--- config.mk ---
export PLATFORM = sky130hd
export DESIGN_NAME = mmio_timer64_flat
export DESIGN_NICKNAME = d
export VERILOG_FILES = /design/src/rtl/mmio_timer64_if.sv /design/src/rtl/mmio_timer64.sv /design/src/flat_wrapper.sv
export SDC_FILE = /design/constraint.sdc
export NUM_CORES = 1
export LEC_CHECK = 0
export CAP_MARGIN = 15
export CORE_UTILIZATION = 55
export DETAILED_ROUTE_END_ITERATION = 12
export DONT_BUFFER_PORTS = 1
export PLACE_DENSITY = 0.73
export RECOVER_POWER = 25
export REMOVE_ABC_BUFFERS = 1
export SLEW_MARGIN = 20
export SYNTH_ARGS = -nofsm -noshare
export SYNTH_HDL_FRONTEND = slang
export SYNTH_SLANG_ARGS = --single-unit
--- constraint.sdc ---
create_clock -name clk_i -period 3.5 [get_ports clk_i]
set_clock_uncertainty 0.05 [all_clocks]
set_input_delay 0 -clock clk_i [delete_from_list [all_inputs] [get_ports clk_i]]
set_output_delay 0 -clock clk_i [all_outputs]
set_load 0.005 [all_outputs]
--- src/rtl/mmio_timer64_if.sv ---
// Decoder-side bus of the mmio_timer64 block: word-indexed write strobe and data,
// read word index, registered read data and the level timer interrupt.
interface mmio_timer64_if;
  logic        write_i;
  logic [31:0] write_data_i;
  logic [1:0]  write_address_i;
  logic [1:0]  read_address_i;
  logic [31:0] read_data_o;
  logic        timer_interrupt_o;

  modport master (
    output write_i, write_data_i, write_address_i, read_address_i,
    input  read_data_o, timer_interrupt_o
  );

  modport slave (
    input  write_i, write_data_i, write_address_i, read_address_i,
    output read_data_o, timer_interrupt_o
  );
endinterface

--- src/rtl/mmio_timer64.sv ---
// 64-bit mtime/mtimecmp-style machine timer, exposed as four 32-bit words.
// Define MMIO_TIMER_PRESCALER_EN to divide the counter tick by PRESCALE.
module mmio_timer64 #(
  parameter logic [63:0] RESET_COMPARE = 64'hFFFF_FFFF_FFFF_FFFF,
  parameter int unsigned PRESCALE      = 1
) (
  input  logic           clk_i,
  input  logic           rst_n_i,
  mmio_timer64_if.slave  bus
);
  logic [63:0] cnt_q, cnt_d;
  logic [63:0] cmp_q, cmp_d;
  logic [31:0] rdata_q, rdata_d;
  logic        irq_q, irq_d;
  logic        wr_cnt, wr_cmp, tick;

  // Word index bit 1 selects counter vs compare, bit 0 selects the half.
  assign wr_cnt = bus.write_i & ~bus.write_address_i[1];
  assign wr_cmp = bus.write_i &  bus.write_address_i[1];

`ifdef MMIO_TIMER_PRESCALER_EN
  localparam logic [15:0] PRE_LAST = 16'(PRESCALE - 1);
  logic [15:0] pre_q, pre_d;

  always_comb begin
    tick  = (pre_q == PRE_LAST);
    pre_d = tick ? 16'd0 : pre_q + 16'd1;
    // Writing the counter restarts the tick period so the written value holds a full period.
    if (wr_cnt) pre_d = 16'd0;
  end

  always_ff @(posedge clk_i or negedge rst_n_i) begin
    if (!rst_n_i) pre_q <= 16'd0;
    else          pre_q <= pre_d;
  end
`else
  assign tick = 1'b1;
`endif

  always_comb begin
    cnt_d = cnt_q + {63'd0, tick};
    if (wr_cnt) begin
      if (bus.write_address_i[0]) cnt_d = {bus.write_data_i, cnt_q[31:0]};
      else                        cnt_d = {cnt_q[63:32], bus.write_data_i};
    end
  end

  always_comb begin
    cmp_d = cmp_q;
    if (wr_cmp) begin
      if (bus.write_address_i[0]) cmp_d = {bus.write_data_i, cmp_q[31:0]};
      else                        cmp_d = {cmp_q[63:32], bus.write_data_i};
    end
  end

  // Reads see the pre-edge state, so a same-word write shows up on the next read.
  always_comb begin
    rdata_d = 32'd0;
    unique case (bus.read_address_i)
      2'd0: rdata_d = cnt_q[31:0];
      2'd1: rdata_d = cnt_q[63:32];
      2'd2: rdata_d = cmp_q[31:0];
      2'd3: rdata_d = cmp_q[63:32];
      default: rdata_d = 32'd0;
    endcase
  end

  assign irq_d = (cnt_d >= cmp_d);

  always_ff @(posedge clk_i or negedge rst_n_i) begin
    if (!rst_n_i) begin
      cnt_q   <= 64'd0;
      cmp_q   <= RESET_COMPARE;
      rdata_q <= 32'd0;
      irq_q   <= 1'b0;
    end else begin
      cnt_q   <= cnt_d;
      cmp_q   <= cmp_d;
      rdata_q <= rdata_d;
      irq_q   <= irq_d;
    end
  end

  assign bus.read_data_o       = rdata_q;
  assign bus.timer_interrupt_o = irq_q;
endmodule

--- src/flat_wrapper.sv ---
// flat-port wrapper written by rule: the top's interface ports become plain ports
module mmio_timer64_flat 
#(
  parameter logic [63:0] RESET_COMPARE = 64'hFFFF_FFFF_FFFF_FFFF,
  parameter int unsigned PRESCALE      = 1
)
  (clk_i, rst_n_i, bus_write_i, bus_write_data_i, bus_write_address_i, bus_read_address_i, bus_read_data_o, bus_timer_interrupt_o);
  mmio_timer64_if bus_i ();
  input  logic clk_i;
  input  logic rst_n_i;
  input wire logic [$bits(bus_i.write_i)-1:0] bus_write_i;
  input wire logic [$bits(bus_i.write_data_i)-1:0] bus_write_data_i;
  input wire logic [$bits(bus_i.write_address_i)-1:0] bus_write_address_i;
  input wire logic [$bits(bus_i.read_address_i)-1:0] bus_read_address_i;
  output wire logic [$bits(bus_i.read_data_o)-1:0] bus_read_data_o;
  output wire logic [$bits(bus_i.timer_interrupt_o)-1:0] bus_timer_interrupt_o;
  assign bus_i.write_i = bus_write_i;
  assign bus_i.write_data_i = bus_write_data_i;
  assign bus_i.write_address_i = bus_write_address_i;
  assign bus_i.read_address_i = bus_read_address_i;
  assign bus_read_data_o = bus_i.read_data_o;
  assign bus_timer_interrupt_o = bus_i.timer_interrupt_o;
  mmio_timer64 #(.RESET_COMPARE(RESET_COMPARE), .PRESCALE(PRESCALE)) u_core (.clk_i(clk_i), .rst_n_i(rst_n_i), .bus(bus_i));
endmodule
Word level (Yosys, flattened, before mapping). Cells that the tools add are included.

Register bits: 161. Input port bits: 39. Output and inout port bits: 33. Logic and storage cells: 18.

Add/sub/neg operators: 1. Magnitude comparators: 1. Equal/unequal tests: 3. Multiplexer cells: 5. Bitwise operators: 3. Reductions and logical operators: 1.

Operators by type and width (number): 2-to-1 mux 64 bit (4); case mux 32 bit (4 select lines) (1); adder 64 x 1 -> 64 bit, second input constant (1); greater-or-equal comparator 64 bit (1); equality test 2 bit, second input constant (2); AND 1 bit (2); equality test 2 x 1 -> 1 bit, second input constant (1); zero test 2 bit (1); NOT 1 bit (1).

Longest topological paths before layout. Gate-level depths: netlist of the first run.

Depth in word-level cells: 4. Gate-level depth with buffers: 15. Depth with buffers taken out: 14.

Worst setup path before layout of the first run. Ideal clock, no wire load.

Path kind: register to register. From: register u_core.cnt_q[25]. To: register u_core.irq_q, in the netlist u_core.bus.timer_interrupt_o. Library setup time: 0.070 ns. Data arrival time: 3.340 ns. Setup slack: 0.040 ns. Stages on the path, launching flop included: 14. Clock period less this slack: 3.460 ns. Path through: dfrtp_1 > nand4_4 > nor4_4 > or3b_4 > buf_6 > nor3_1 > mux2i_1 > o311ai_0 > ha_1 > nand4_1 > nor4_1 > nand4_1 > nand4b_1 > nand3_1.

Cells in the longest elaborated chain, start to end: 3. Elaborated cells between the ends (all ways): 4.

RTL lines: from (decl) (line mmio_timer64.sv:11) `logic [63:0] cnt_q, cnt_d;`; from (signal assigned) (line mmio_timer64.sv:77) `cnt_q <= cnt_d;`; adder 64 x 1 -> 64 bit (line mmio_timer64.sv:41) `cnt_d = cnt_q + {63'd0, tick};`; 2-to-1 mux 64 bit (line mmio_timer64.sv:42) `if (wr_cnt) begin`; net u_core.cnt_d[61] (line mmio_timer64.sv:11); greater-or-equal comparator 64 bit (line mmio_timer64.sv:68) `assign irq_d = (cnt_d >= cmp_d);`; net u_core.irq_d (line mmio_timer64.sv:14) `logic irq_q, irq_d;`; to (signal assigned) (line mmio_timer64.sv:80) `irq_q <= irq_d;`; to (decl) (line mmio_timer64.sv:14).

The timed path passes the listed nets, and every way through them passes these cells.

Worst setup path in the final report of the first run.
From: register u_core.cnt_q[20]. To: register u_core.irq_q, in the netlist u_core.bus.timer_interrupt_o.

Same word-level chain as after synthesis.

==> qor.json, run 1 <==
{
  "asyncSetResetFlopFracSynth": {"value": 100, "unit": "%"},
  "violated_checks": {"value": "hold timing"},
  "worstSetupPathType": {"value": "flop to flop"},
  "slowest_delay": {"value": 0.40, "unit": "ns"},
  "p_int": {"value": 4520, "unit": "uW"},
  "synthSimpleGateAreaFrac": {"value": 15.2, "unit": "%"},
  "synth_cell_types": {"value": 67},
  "cts_tree": {"value": "built"},
  "power.net_switching": {"value": 2290, "unit": "uW"},
  "place.detailed.hpwl": {"value": 18800, "unit": "um"},
  "cells_on_worst_reg2reg_path": {"value": 15},
  "initial_core_util": {"value": 56.9, "unit": "%"},
  "dieArea": {"value": 17900, "unit": "sq um"},
  "track_usage": {"value": 32.4, "unit": "%"},
  "worstHoldPathType": {"value": "input port to async pin"},
  "multiplexer_area_fraction_after_synthesis": {"value": 14.9, "unit": "%"},
  "hold_violations": {"value": 161},
  "yosysMostFrequentCell": {"value": "dfrtp_1"},
  "antenna_found_initial": {"value": 0},
  "final_antenna_net_count": {"value": 0},
  "largest_family_of_logic_cells_by_synthesized_area": {"value": "simple AND/OR/NAND/NOR gates"},
  "fin_setup_tns": {"value": 0, "unit": "ns"},
  "synth_area_in_compound_gates": {"value": 12.9, "unit": "%"},
  "synth_fa_ha_area_share": {"value": 8.53, "unit": "%"},
  "peakVddDrop": {"value": 0.000409, "unit": "V"},
  "finalCritPeriodShare": {"value": 98.9, "unit": "%"},
  "postSynth.topFlopCell": {"value": "dfrtp_1"},
  "synth_xor_xnor_area_share": {"value": 0.184, "unit": "%"},
  "io-pin-count": {"value": 72},
  "status": {"value": "finished with violations"},
  "synth_top_cell_area_share": {"value": 25.5, "unit": "%"},
  "numCtsBuffers": {"value": 17},
  "fin_total_pwr": {"value": 6810, "unit": "uW"},
  "ys_warn_count": {"value": 0},
  "required": {"value": 3.83, "unit": "ns"},
  "antenna_diodes": {"value": 0},
  "power_density_over_the_cells": {"value": 575, "unit": "nW/um^2"},
  "pwr-share-comb": {"value": 33.4, "unit": "%"},
  "p_leak": {"value": 0.00517, "unit": "uW"},
  "final.hold.worst_slack": {"value": -0.801, "unit": "ns"},
  "max_freq": {"value": 0.289, "unit": "GHz"},
  "critical_path_peak_fanout": {"value": 5},
  "cts_htree_levels": {"value": 4},
  "post_synth_most_frequent_cells": {"value": "dfrtp_1 (97), nor2_1 (91), inv_1 (82)"},
  "cap_viol_max_count": {"value": 0},
  "syn-mean-instance-area": {"value": 10.5, "unit": "sq um"},
  "dr.pass1.iters": {"value": 6},
  "finalSetupViolCount": {"value": 0},
  "clock_sink_count": {"value": 161},
  "grt.overflow.total": {"value": 0},
  "clk-insertion-delay-late": {"value": 0.45, "unit": "ns"},
  "ctsHoldBuffers": {"value": 41},
  "path_clk_slew": {"value": 0.06, "unit": "ns"},
  "num_rows": {"value": 47},
  "synthesis.area": {"value": 9530, "unit": "sq um"},
  "first_pass_grt_wire_length": {"value": 44000, "unit": "um"},
  "share_of_layout_cells_above_drive_strength_1": {"value": 33.8, "unit": "%"},
  "seq_total_area_yosys": {"value": 43.1, "unit": "%"},
  "ys_seq_elements": {"value": 161},
  "switching_share_of_total_power": {"value": 33.7, "unit": "%"},
  "first_iter_violations": {"value": 988},
  "synth_enable_flop_cells": {"value": 0},
  "cts_max_path_buffers": {"value": 2},
  "num_vias": {"value": 8184},
  "setup.reg_to_reg.worst_slack": {"value": 0.04, "unit": "ns"},
  "core": {"value": 16800, "unit": "sq um"},
  "io_buffer_count": {"value": 0},
  "grt_setup_unrepaired": {"value": "yes"},
  "routed_via_density": {"value": 6.40},
  "worstReg2RegEnd": {"value": "u_core.bus.timer_interrupt_o"},
  "finalWorstPathRequiredPeriod": {"value": 3.46, "unit": "ns"},
  "cp_slowest_cell": {"value": "nor4b_1"},
  "critical_path_startpoint_category": {"value": "flop"},
  "routed_wire_length_per_instance": {"value": 22.0, "unit": "um"},
  "clockRootBuffer": {"value": "clkbuf_16"},
  "fin_nets": {"value": 1150},
  "r2r_start": {"value": "u_core.cnt_q[20]"},
  "sequentialPowerShare": {"value": 38.9, "unit": "%"},
  "layout_area_overhead": {"value": 24.2, "unit": "%"},
  "final-max-slew-violation-count": {"value": 0},
  "p_clk_share": {"value": 27.7, "unit": "%"},
  "synth_largest_area_cell": {"value": "dfrtp_1"},
  "worst-slew-pin-transition": {"value": 0.843, "unit": "ns"},
  "via_count_of_the_first_global_routing_pass": {"value": 8019},
  "gp_congestion": {"value": 0.936},
  "grt_max_degree": {"value": 162},
  "floorplan.die.height": {"value": 134, "unit": "um"},
  "routed_wl": {"value": 28200, "unit": "um"},
  "timing.slew.headroom": {"value": 43.8, "unit": "%"},
  "post-route-drc-count": {"value": 0},
  "netlist_instances": {"value": 908},
  "timing.critical_path.arrival": {"value": 3.79, "unit": "ns"},
  "worst_setup_end_kind": {"value": "flop"},
  "dieWidth": {"value": 134, "unit": "um"},
  "crit_path_cell_trace": {"value": "nand3_2 > nor3_4 > buf_4 > nand4_1 > buf_6 > nor4b_1 > nor3_2 > ha_1 > nand4_1 > nor4_2 > buf_4 > a21oi_1 > o211ai_1 > a31oi_1 > nand3_1"},
  "synth_top_cells_by_area": {"value": "dfrtp_1 (25%), dfstp_2 (18%), ha_1 (8.5%)"}
}
==> critical path, delay by kind of cell, from the launching register on <==
family                     cells  cell delay (ns)
and+or+nand+nor                8             1.72
adders and majority gates      1             0.36
AOI/OAI and AO/OA              3             0.30
DFF                            1             0.37
buffers and inverters          3             0.58
==> power groups by stage <==
stage | Combinational [uW] | Clock [uW] | Sequential, uW
after floorplan | 1260 | 0 | 2610
after CTS | 2090 | 1900 | 2600
final | 2280 | 1880 | 2650
after detailed placement | 1980 | 0 | 2630
after global placement | 1930 | 0 | 2610
after global routing | 2500 | 1970 | 2690
==> state kept, by name, summed over array words and instances (netlist names) <==
register and cells:
u_core.cnt_q 64, u_core.bus.read_data_o 32, u_core.bus.timer_interrupt_o 1, u_core.cmp_q 64
==> worst max path at each step <==
stage / endpoint / start / slack, ns
2_1_floorplan: u_core.bus.timer_interrupt_o / u_core.cnt_q[25] / 0.09
3_3_place_gp: u_core.bus.timer_interrupt_o / u_core.cnt_q[43] / 0.004
3_5_place_dp: u_core.bus.timer_interrupt_o / u_core.cnt_q[25] / -0.05
4_1_cts: u_core.bus.timer_interrupt_o / u_core.cnt_q[25] / 0.002
5_1_grt: u_core.bus.timer_interrupt_o / u_core.cnt_q[20] / -0.14
6_report: u_core.bus.timer_interrupt_o / u_core.cnt_q[20] / 0.04
==> timing repair <==
action | CTS | global route
cloned | 0 | 1
hold endpoints to repair | 320 | 161
pin swaps | 1 | 23
buffers inserted | 3 | 16
endpoints found under the setup margin | 1 | 1
resized for setup | 6 | 57
==> through the flow <==
step	hold slack [ns]	std cells	util, %	setup WS (ns)	instance area, sq um
after floorplan	-0.346	871	-	0.0855	9340
after global placement	-0.341	1186	61.8	0.00359	10400
after detailed placement	-0.340	1186	61.8	-0.0472	10400
after CTS	-0.808	1262	68.2	0.00234	11400
after global routing	-0.811	1279	70.7	-0.138	11800
final	-0.801	1279	70.7	0.0373	11800
==> cell usage in the layout, fill, tap and decap left out, types with 6 or more instances in the layout <==
cell type	count
a211oi_1	25
a211oi_2	6
a21o_1	19
a21oi_1	47
and3_1	9
buf_4	110
clkbuf_16	17
dfrtp_1	96
dfstp_2	64
dlygate4sd3_1	39
ha_1	64
inv_1	82
mux2_2	57
mux4_2	31
nand2_1	44
nand3_1	20
nand3_2	6
nand4_1	27
nor2_1	90
nor3_1	20
nor3_2	9
o21ai_0	32
o22ai_1	11
==> layout make-up <==
| cell class | instances | area [sq um] |
|---|---|---|
| flip-flops and latches | 161 | 4110 |
| inverters | 82 | 308 |
| multi-input cells | 629 | 5240 |
| repair buffers | 155 | 1330 |
| fillers | 1181 | 4910 |
| clock inverters | 8 | 103 |
| clock buffers | 24 | 482 |
| well taps | 220 | 275 |
==> cell families after synthesis <==
| group | after synthesis |
|---|---|
| muxes | 94 |
| AOI/OAI and AO/OA | 187 |
| and+or+nand+nor | 280 |
| buffers and inverters | 119 |
| xor gates and xnor gates | 2 |
| adders and majority gates | 65 |
| DFF | 161 |
==> per-layer routing <==
| metal | track usage [%] | part of all wire [%] |
|---|---|---|
| met1 | 45.2 | 43 |
| met2 | 50.3 | 47 |
| met3 | 6.47 | 7.5 |
| met4 | 11.9 | 2.8 |
| met5 | 0 | 0 |
No activity file was read; power rests on OpenSTA's default activity.
==> run 2: changes to the inputs <==
==> constraint.sdc (replaced) <==
create_clock -name clk_i -period 3.5 [get_ports clk_i]
set_clock_uncertainty 0.05 [all_clocks]
set_input_delay 0.875 -clock clk_i [delete_from_list [all_inputs] [get_ports clk_i]]
set_output_delay 0.875 -clock clk_i [all_outputs]
set_load 0.005 [all_outputs]
==> run 2 against run 1 <==
Net effect: the flow finishes with violations (setup timing); total power is 3.6% lower; sequential share of layout area is 1.8 points higher; first-iteration DRC count is 6.7% lower; global-route usage is 0.42 points lower; combinational power is 7% lower; design area is 4.8% lower; worst hold slack better by 0.89 ns; via count is 2.0% lower; final cell count is 2.9% lower; setup slack worse by 0.10 ns; critical path type unchanged; largest power group unchanged; highest routed layer unchanged.
==> qor.json, run 2 (synthesis gave the netlist of run 1 again) <==
{
  "status": {"value": "finished with violations"},
  "violated_checks": {"value": "setup timing"},
  "finalSetupViolCount": {"value": 1, "change": "+1"},
  "worstHoldPathType": {"value": "input port to async pin"},
  "gp_congestion": {"value": 0.955, "change": "+2.0%"},
  "post-route-drc-count": {"value": 0, "change": "unchanged"},
  "grt_setup_unrepaired": {"value": "yes"},
  "max_freq": {"value": 0.280, "unit": "GHz", "change": "-2.9%"},
  "final-max-slew-violation-count": {"value": 0, "change": "unchanged"},
  "clockRootBuffer": {"value": "clkbuf_16"},
  "final_common_cell": {"value": "buf_4"},
  "track_usage": {"value": 32.0, "unit": "%", "change": "-0.42 points"},
  "grt_max_degree": {"value": 162, "change": "unchanged"},
  "final_standard_cell_utilization_of_the_core": {"value": 67.3, "unit": "%", "change": "-3.4 points"},
  "worst-slew-pin-transition": {"value": 0.475, "unit": "ns", "change": "-0.368 ns"},
  "antenna_found_initial": {"value": 0, "change": "unchanged"},
  "dieArea": {"value": 17900, "unit": "sq um", "change": "unchanged"},
  "cts_max_path_buffers": {"value": 2, "change": "unchanged"},
  "fin_setup_tns": {"value": -0.0662, "unit": "ns", "change": "-0.0662 ns"},
  "worstSetupPathType": {"value": "flop to flop"},
  "ctsHoldBuffers": {"value": 0, "change": "-100%"},
  "power_density_over_the_cells": {"value": 583, "unit": "nW/um^2", "change": "+1.3%"},
  "numCtsBuffers": {"value": 17, "change": "unchanged"},
  "first_pass_grt_wire_length": {"value": 43600, "unit": "um", "change": "-1.1%"},
  "required": {"value": 3.82, "unit": "ns", "change": "about the same"},
  "critical_path_startpoint_category": {"value": "flop"},
  "share_of_layout_cells_above_drive_strength_1": {"value": 33.7, "unit": "%", "change": "-0.15 points"},
  "num_rows": {"value": 47, "change": "unchanged"},
  "fin_ws": {"value": -0.0662, "unit": "ns", "change": "-0.103 ns"},
  "post-place-cells": {"value": 1203, "change": "+1.4%"},
  "finalWorstPathRequiredPeriod": {"value": 3.57, "unit": "ns", "change": "+0.103 ns"},
  "fin_total_pwr": {"value": 6570, "unit": "uW", "change": "-3.6%"},
  "preCtsSetupSlack": {"value": -0.248, "unit": "ns", "change": "-0.201 ns"},
  "final_antenna_net_count": {"value": 0, "change": "unchanged"},
  "fin_nets": {"value": 1114, "change": "-3.1%"},
  "peakVddDrop": {"value": 0.000394, "unit": "V", "change": "-3.7%"},
  "finalCritPeriodShare": {"value": 102, "unit": "%", "change": "+3.0 points"},
  "stdcell_count": {"value": 1242, "change": "-2.9%"},
  "via_count_of_the_first_global_routing_pass": {"value": 7968, "change": "-0.64%"},
  "timing.slew.headroom": {"value": 68.0, "unit": "%", "change": "+24 points"},
  "place.detailed.hpwl": {"value": 19400, "unit": "um", "change": "+3.1%"},
  "io_buffer_count": {"value": 0, "change": "unchanged"},
  "layout.cells.most_common_list": {"value": "buf_4 (113), dfrtp_1 (96), nor2_1 (88)"},
  "num_vias": {"value": 8022, "change": "-2.0%"},
  "routed_wire_length_per_instance": {"value": 22.1, "unit": "um", "change": "+0.54%"},
  "initial_core_util": {"value": 56.9, "unit": "%", "change": "unchanged"},
  "setup.reg_to_reg.worst_slack": {"value": -0.07, "unit": "ns", "change": "-0.10 ns"},
  "hold_violations": {"value": 0, "change": "-100%"},
  "timing.critical_path.arrival": {"value": 3.89, "unit": "ns", "change": "+0.10 ns"},
  "clock_sink_count": {"value": 161, "change": "unchanged"},
  "cts_tree": {"value": "built"},
  "layout_area_overhead": {"value": 18.3, "unit": "%"},
  "dieWidth": {"value": 134, "unit": "um", "change": "unchanged"},
  "cts_htree_levels": {"value": 4, "change": "unchanged"},
  "clk-insertion-delay-late": {"value": 0.44, "unit": "ns", "change": "about the same"},
  "critical_path_peak_fanout": {"value": 8, "change": "+3"},
  "dr.pass1.iters": {"value": 8, "change": "+2"},
  "routed_wl": {"value": 27500, "unit": "um", "change": "-2.4%"},
  "routed_via_density": {"value": 6.46, "change": "+0.94%"},
  "core": {"value": 16800, "unit": "sq um", "change": "unchanged"},
  "first_iter_violations": {"value": 922, "change": "-6.7%"},
  "grt.overflow.total": {"value": 0, "change": "unchanged"},
  "io-pin-count": {"value": 72, "change": "unchanged"},
  "path_clk_slew": {"value": 0.06, "unit": "ns", "change": "about the same"},
  "p_leak": {"value": 0.00496, "unit": "uW", "change": "-4.0%"},
  "cap_viol_max_count": {"value": 0, "change": "unchanged"},
  "worst_setup_end_kind": {"value": "flop"},
  "floorplan.die.height": {"value": 134, "unit": "um", "change": "unchanged"},
  "antenna_diodes": {"value": 0, "change": "unchanged"}
}
## run 2: per-stage QoR
stage | hold slack (ns) | area [sq um]
finish | 0.0864 | 11300
CTS | 0.0740 | 11200
global placement | 0.459 | 10500
global route | 0.0742 | 11300
floorplan | 0.414 | 9340
detailed placement | 0.466 | 10500
## run 2: path summary, 6_finish.rpt
path | from | cells after the start | endpoint
max in group asynchronous | rst_n_i | 0 | u_core.cmp_q[35]
min in group clk_i | u_core.cmp_q[21] | 1 | u_core.cmp_q[21]
min reg2reg | u_core.cmp_q[21] | 1 | u_core.cmp_q[21]
min | rst_n_i | 0 | u_core.bus.read_data_o[19]
max reg2reg | u_core.cnt_q[17] | 15 | u_core.bus.timer_interrupt_o
max | u_core.cnt_q[17] | 15 | u_core.bus.timer_interrupt_o
## run 2: cell type report
cell class              count  area (sq um)
clock buffers              20           457
multi-input cells         628          5040
clock inverters            11           114
well taps                 220           275
inverters                  82           308
fillers                  1227          5480
repair buffers            120           971
flip-flops and latches    161          4110
## run 2: report_power, final
part           internal [uW]  switching [uW]
Clock                   1080             763
Sequential              2350             263
Combinational            985            1130
## run 2: layer usage
| layer | vias up | part of all wire, % | global-route usage [%] |
|---|---|---|---|
| li1 | 3573 | - | - |
| met1 | 3968 | 42 | 44.0 |
| met2 | 418 | 48 | 51.1 |
| met3 | 63 | 7.3 | 5.29 |
| met4 | 0 | 2.6 | 11.9 |
| met5 | - | 0 | 0 |
## run 2: what timing repair did
action	4_1_cts	5_1_grt
pin swaps	13	12
setup buffers	3	5
setup endpoints to repair	1	1
gates resized for setup	14	14
## run 2: critical path, cell delays in order, from the launching register on
cell	delay, ns
dfrtp_1	0.39
nand3_1	0.19
nor3_2	0.34
buf_4	0.19
nand4_1	0.14
buf_4	0.23
nor4b_1	0.42
nor3_1	0.14
ha_1	0.36
nand4_1	0.15
nor4_2	0.30
buf_4	0.17
a21oi_1	0.06
o211ai_1	0.15
a31oi_1	0.13
nand3_1	0.09
==> run 3: changes to the inputs <==
CELL_PAD_IN_SITES_DETAIL_PLACEMENT = 0   (was default)
CELL_PAD_IN_SITES_GLOBAL_PLACEMENT = 2   (was default)
CORE_UTILIZATION = 38   (was 55)
PLACE_DENSITY = default   (was 0.73)
PLACE_DENSITY_LB_ADDON = 0.1   (was default)
==> run 3 against run 2 <==
Net effect: the run still ends with setup timing left; non-clock buffer count grew 54; sequential share of layout area shrank 2.0 points; critical path depth grew 1; clock power is essentially flat.
==> qor.json, run 3 (synthesis gave the netlist of run 1 again) <==
{
  "status": {"value": "finished with violations"},
  "violated_checks": {"value": "setup timing"},
  "gp_congestion": {"value": 0.880, "change": "-7.9%"},
  "num_vias": {"value": 8000, "change": "-0.27%"},
  "cts_htree_levels": {"value": 4, "change": "unchanged"},
  "placed_cell_area": {"value": 11100, "unit": "sq um", "change": "+5.1%"},
  "finalCritPeriodShare": {"value": 102, "unit": "%", "change": "about the same"},
  "final_antenna_net_count": {"value": 0, "change": "unchanged"},
  "numCtsBuffers": {"value": 17, "change": "unchanged"},
  "timing.critical_path.arrival": {"value": 3.83, "unit": "ns", "change": "-0.06 ns"},
  "antenna_diodes": {"value": 0, "change": "unchanged"},
  "worst-slew-pin-transition": {"value": 0.723, "unit": "ns", "change": "+0.248 ns"},
  "routed_via_density": {"value": 5.71, "change": "-12%"},
  "worst_setup_end_kind": {"value": "flop"},
  "grt_setup_unrepaired": {"value": "yes"},
  "antenna_found_initial": {"value": 0, "change": "unchanged"},
  "first_pass_grt_wire_length": {"value": 49600, "unit": "um", "change": "+14%"},
  "grt_max_degree": {"value": 162, "change": "unchanged"},
  "fin_setup_tns": {"value": -0.0662, "unit": "ns", "change": "+0.00000930 ns"},
  "track_usage": {"value": 25.3, "unit": "%", "change": "-6.7 points"},
  "layout_area_overhead": {"value": 25.2, "unit": "%"},
  "slowest_delay": {"value": 0.43, "unit": "ns", "change": "about the same"},
  "cap_viol_max_count": {"value": 0, "change": "unchanged"},
  "dieWidth": {"value": 160, "unit": "um", "change": "+20%"},
  "fin_total_pwr": {"value": 6840, "unit": "uW", "change": "+4.2%"},
  "io-pin-count": {"value": 72, "change": "unchanged"},
  "stdcell_count": {"value": 1401, "change": "+13%"},
  "cts_tree": {"value": "built"},
  "clockRootBuffer": {"value": "clkbuf_16"},
  "initial_core_util": {"value": 39.0, "unit": "%", "change": "-18 points"},
  "critPathTopFamily": {"value": "simple AND/OR/NAND/NOR gates"},
  "required": {"value": 3.76, "unit": "ns", "change": "-0.06 ns"},
  "cp_slowest_cell": {"value": "or3b_4"},
  "critPathMostFrequentCell": {"value": "buf_4"},
  "place.detailed.hpwl": {"value": 23300, "unit": "um", "change": "+20%"},
  "clk-insertion-delay-late": {"value": 0.43, "unit": "ns", "change": "about the same"},
  "n_fill_cell": {"value": 2277, "change": "+86%"},
  "clock_sink_count": {"value": 161, "change": "unchanged"},
  "final_common_cell": {"value": "buf_4"},
  "cts_max_path_buffers": {"value": 2, "change": "unchanged"},
  "cp-startpoint": {"value": "u_core.cnt_q[32]"},
  "floorplan.die.height": {"value": 160, "unit": "um", "change": "+20%"},
  "core": {"value": 24500, "unit": "sq um", "change": "+46%"},
  "final_design_area_no_fill": {"value": 11900, "unit": "sq um", "change": "+5.9%"},
  "layout.cells.most_common_list": {"value": "buf_4 (163), dfrtp_1 (97), nor2_1 (88)"},
  "p_leak": {"value": 0.00527, "unit": "uW", "change": "+6.2%"},
  "grt.overflow.total": {"value": 0, "change": "unchanged"},
  "fin_nets": {"value": 1168, "change": "+4.8%"},
  "num_rows": {"value": 57, "change": "+21%"},
  "dr.pass1.iters": {"value": 5, "change": "-3"},
  "finalSetupViolCount": {"value": 1, "change": "unchanged"},
  "dieArea": {"value": 25700, "unit": "sq um", "change": "+44%"},
  "power_density_over_the_cells": {"value": 573, "unit": "nW/um^2", "change": "-1.6%"},
  "crit_path_cell_trace": {"value": "nand3_2 > nor4_4 > buf_4 > or3b_4 > buf_4 > buf_4 > nor3_2 > xnor2_1 > a21oi_1 > ha_1 > a21o_1 > a21o_1 > a21oi_2 > o21ai_0 > a221oi_2 > nand3_1"},
  "routed_wl": {"value": 31300, "unit": "um", "change": "+14%"},
  "first_iter_violations": {"value": 544, "change": "-41%"},
  "cp_num_buf_inv": {"value": 3, "change": "unchanged"},
  "hold_violations": {"value": 0, "change": "unchanged"},
  "fin_ws": {"value": -0.0662, "unit": "ns", "change": "+0.00000930 ns"},
  "critical_path_startpoint_category": {"value": "flop"},
  "preCtsSetupSlack": {"value": -0.495, "unit": "ns", "change": "-0.247 ns"},
  "timing.slew.headroom": {"value": 51.4, "unit": "%", "change": "-17 points"},
  "io_buffer_count": {"value": 0, "change": "unchanged"},
  "share_of_layout_cells_above_drive_strength_1": {"value": 37.9, "unit": "%", "change": "+4.2 points"},
  "critical_path_peak_fanout": {"value": 5, "change": "-3"},
  "peakVddDrop": {"value": 0.000270, "unit": "V", "change": "-32%"},
  "routed_wire_length_per_instance": {"value": 22.3, "unit": "um", "change": "+0.93%"},
  "ctsHoldBuffers": {"value": 0, "change": "unchanged"},
  "via_count_of_the_first_global_routing_pass": {"value": 8458, "change": "+6.1%"},
  "worstSetupPathType": {"value": "flop to flop"},
  "post-route-drc-count": {"value": 0, "change": "unchanged"},
  "worstHoldPathType": {"value": "input port to async pin"},
  "max_freq": {"value": 0.280, "unit": "GHz", "change": "unchanged"},
  "finalWorstPathRequiredPeriod": {"value": 3.57, "unit": "ns", "change": "-0.00000930 ns"},
  "final-max-slew-violation-count": {"value": 0, "change": "unchanged"},
  "path_clk_slew": {"value": 0.07, "unit": "ns", "change": "about the same"},
  "post-place-cells": {"value": 1358, "change": "+13%"},
  "r2r_start": {"value": "u_core.cnt_q[32]"}
}
-- run 3: changes by cell type in the layout (fill, tap and decap cells not counted), sizes merged --
| cell | before | now |
|---|---|---|
| clkbuf | 20 | 19 |
| inv | 82 | 88 |
| bufinv | 2 | 0 |
| clkinvlp | 2 | 0 |
| buf | 120 | 174 |
-- run 3: layout make-up --
cell class / instances / area, sq um / area share, %
flip-flops and latches: 161 / 4110 / 34.4
multi-input cells: 628 / 5130 / 43.0
inverters: 82 / 308 / 2.58
repair buffers: 174 / 1410 / 11.8
clock inverters: 13 / 123 / 1.03
well taps: 324 / 405 / 3.40
clock buffers: 19 / 453 / 3.79
-- run 3: metal layers --
metal  track usage, %  wire length (um)
met2             41.5             15100
met3             4.03              1370
met4             6.49               484
met1             34.7             14300
met5                0                 0
-- run 3: worst reg2reg max path: stages, from the launching register on --
cell,delay [ns]
dfrtp_1,0.40
nand3_2,0.12
nor4_4,0.27
buf_4,0.18
or3b_4,0.43
buf_4,0.17
buf_4,0.15
nor3_2,0.19
xnor2_1,0.08
a21oi_1,0.20
ha_1,0.28
a21o_1,0.16
a21o_1,0.18
a21oi_2,0.20
o21ai_0,0.12
a221oi_2,0.18
nand3_1,0.10
-- run 3: final timing paths --
kind	end	slack (ns)	cells past startpoint
min in group clk_i	u_core.cmp_q[21]	0.48	1
worst min-delay path	u_core.bus.read_data_o[18]	0.08	0
max in group asynchronous	u_core.cmp_q[33]	3.06	0
worst min register to register	u_core.cmp_q[21]	0.48	1
worst max-delay path	u_core.bus.timer_interrupt_o	-0.07	16
worst max register to register	u_core.bus.timer_interrupt_o	-0.07	16
-- run 3: power by group --
group | internal [uW] | switching [uW] | leakage (uW)
logic | 1160 | 1230 | 0.00323
clock network | 977 | 879 | 0.000285
registers | 2350 | 242 | 0.00175
total | 4490 | 2350 | 0.00527
-- run 3: stage by stage --
step | hold slack (ns) | utilization [%]
floorplan | 0.414 | -
finish | 0.0830 | 48.8
detailed placement | 0.470 | 45.2
global route | 0.0564 | 48.8
CTS | 0.0682 | 48.2
global placement | 0.465 | 45.2
-- run 3: timing repair --
item,CTS,global route
gates cloned,0,0
hold endpoints to repair,0,0
resized for setup,25,21
endpoints found under the setup margin,1,1
pin swaps,17,26
setup buffers,7,8
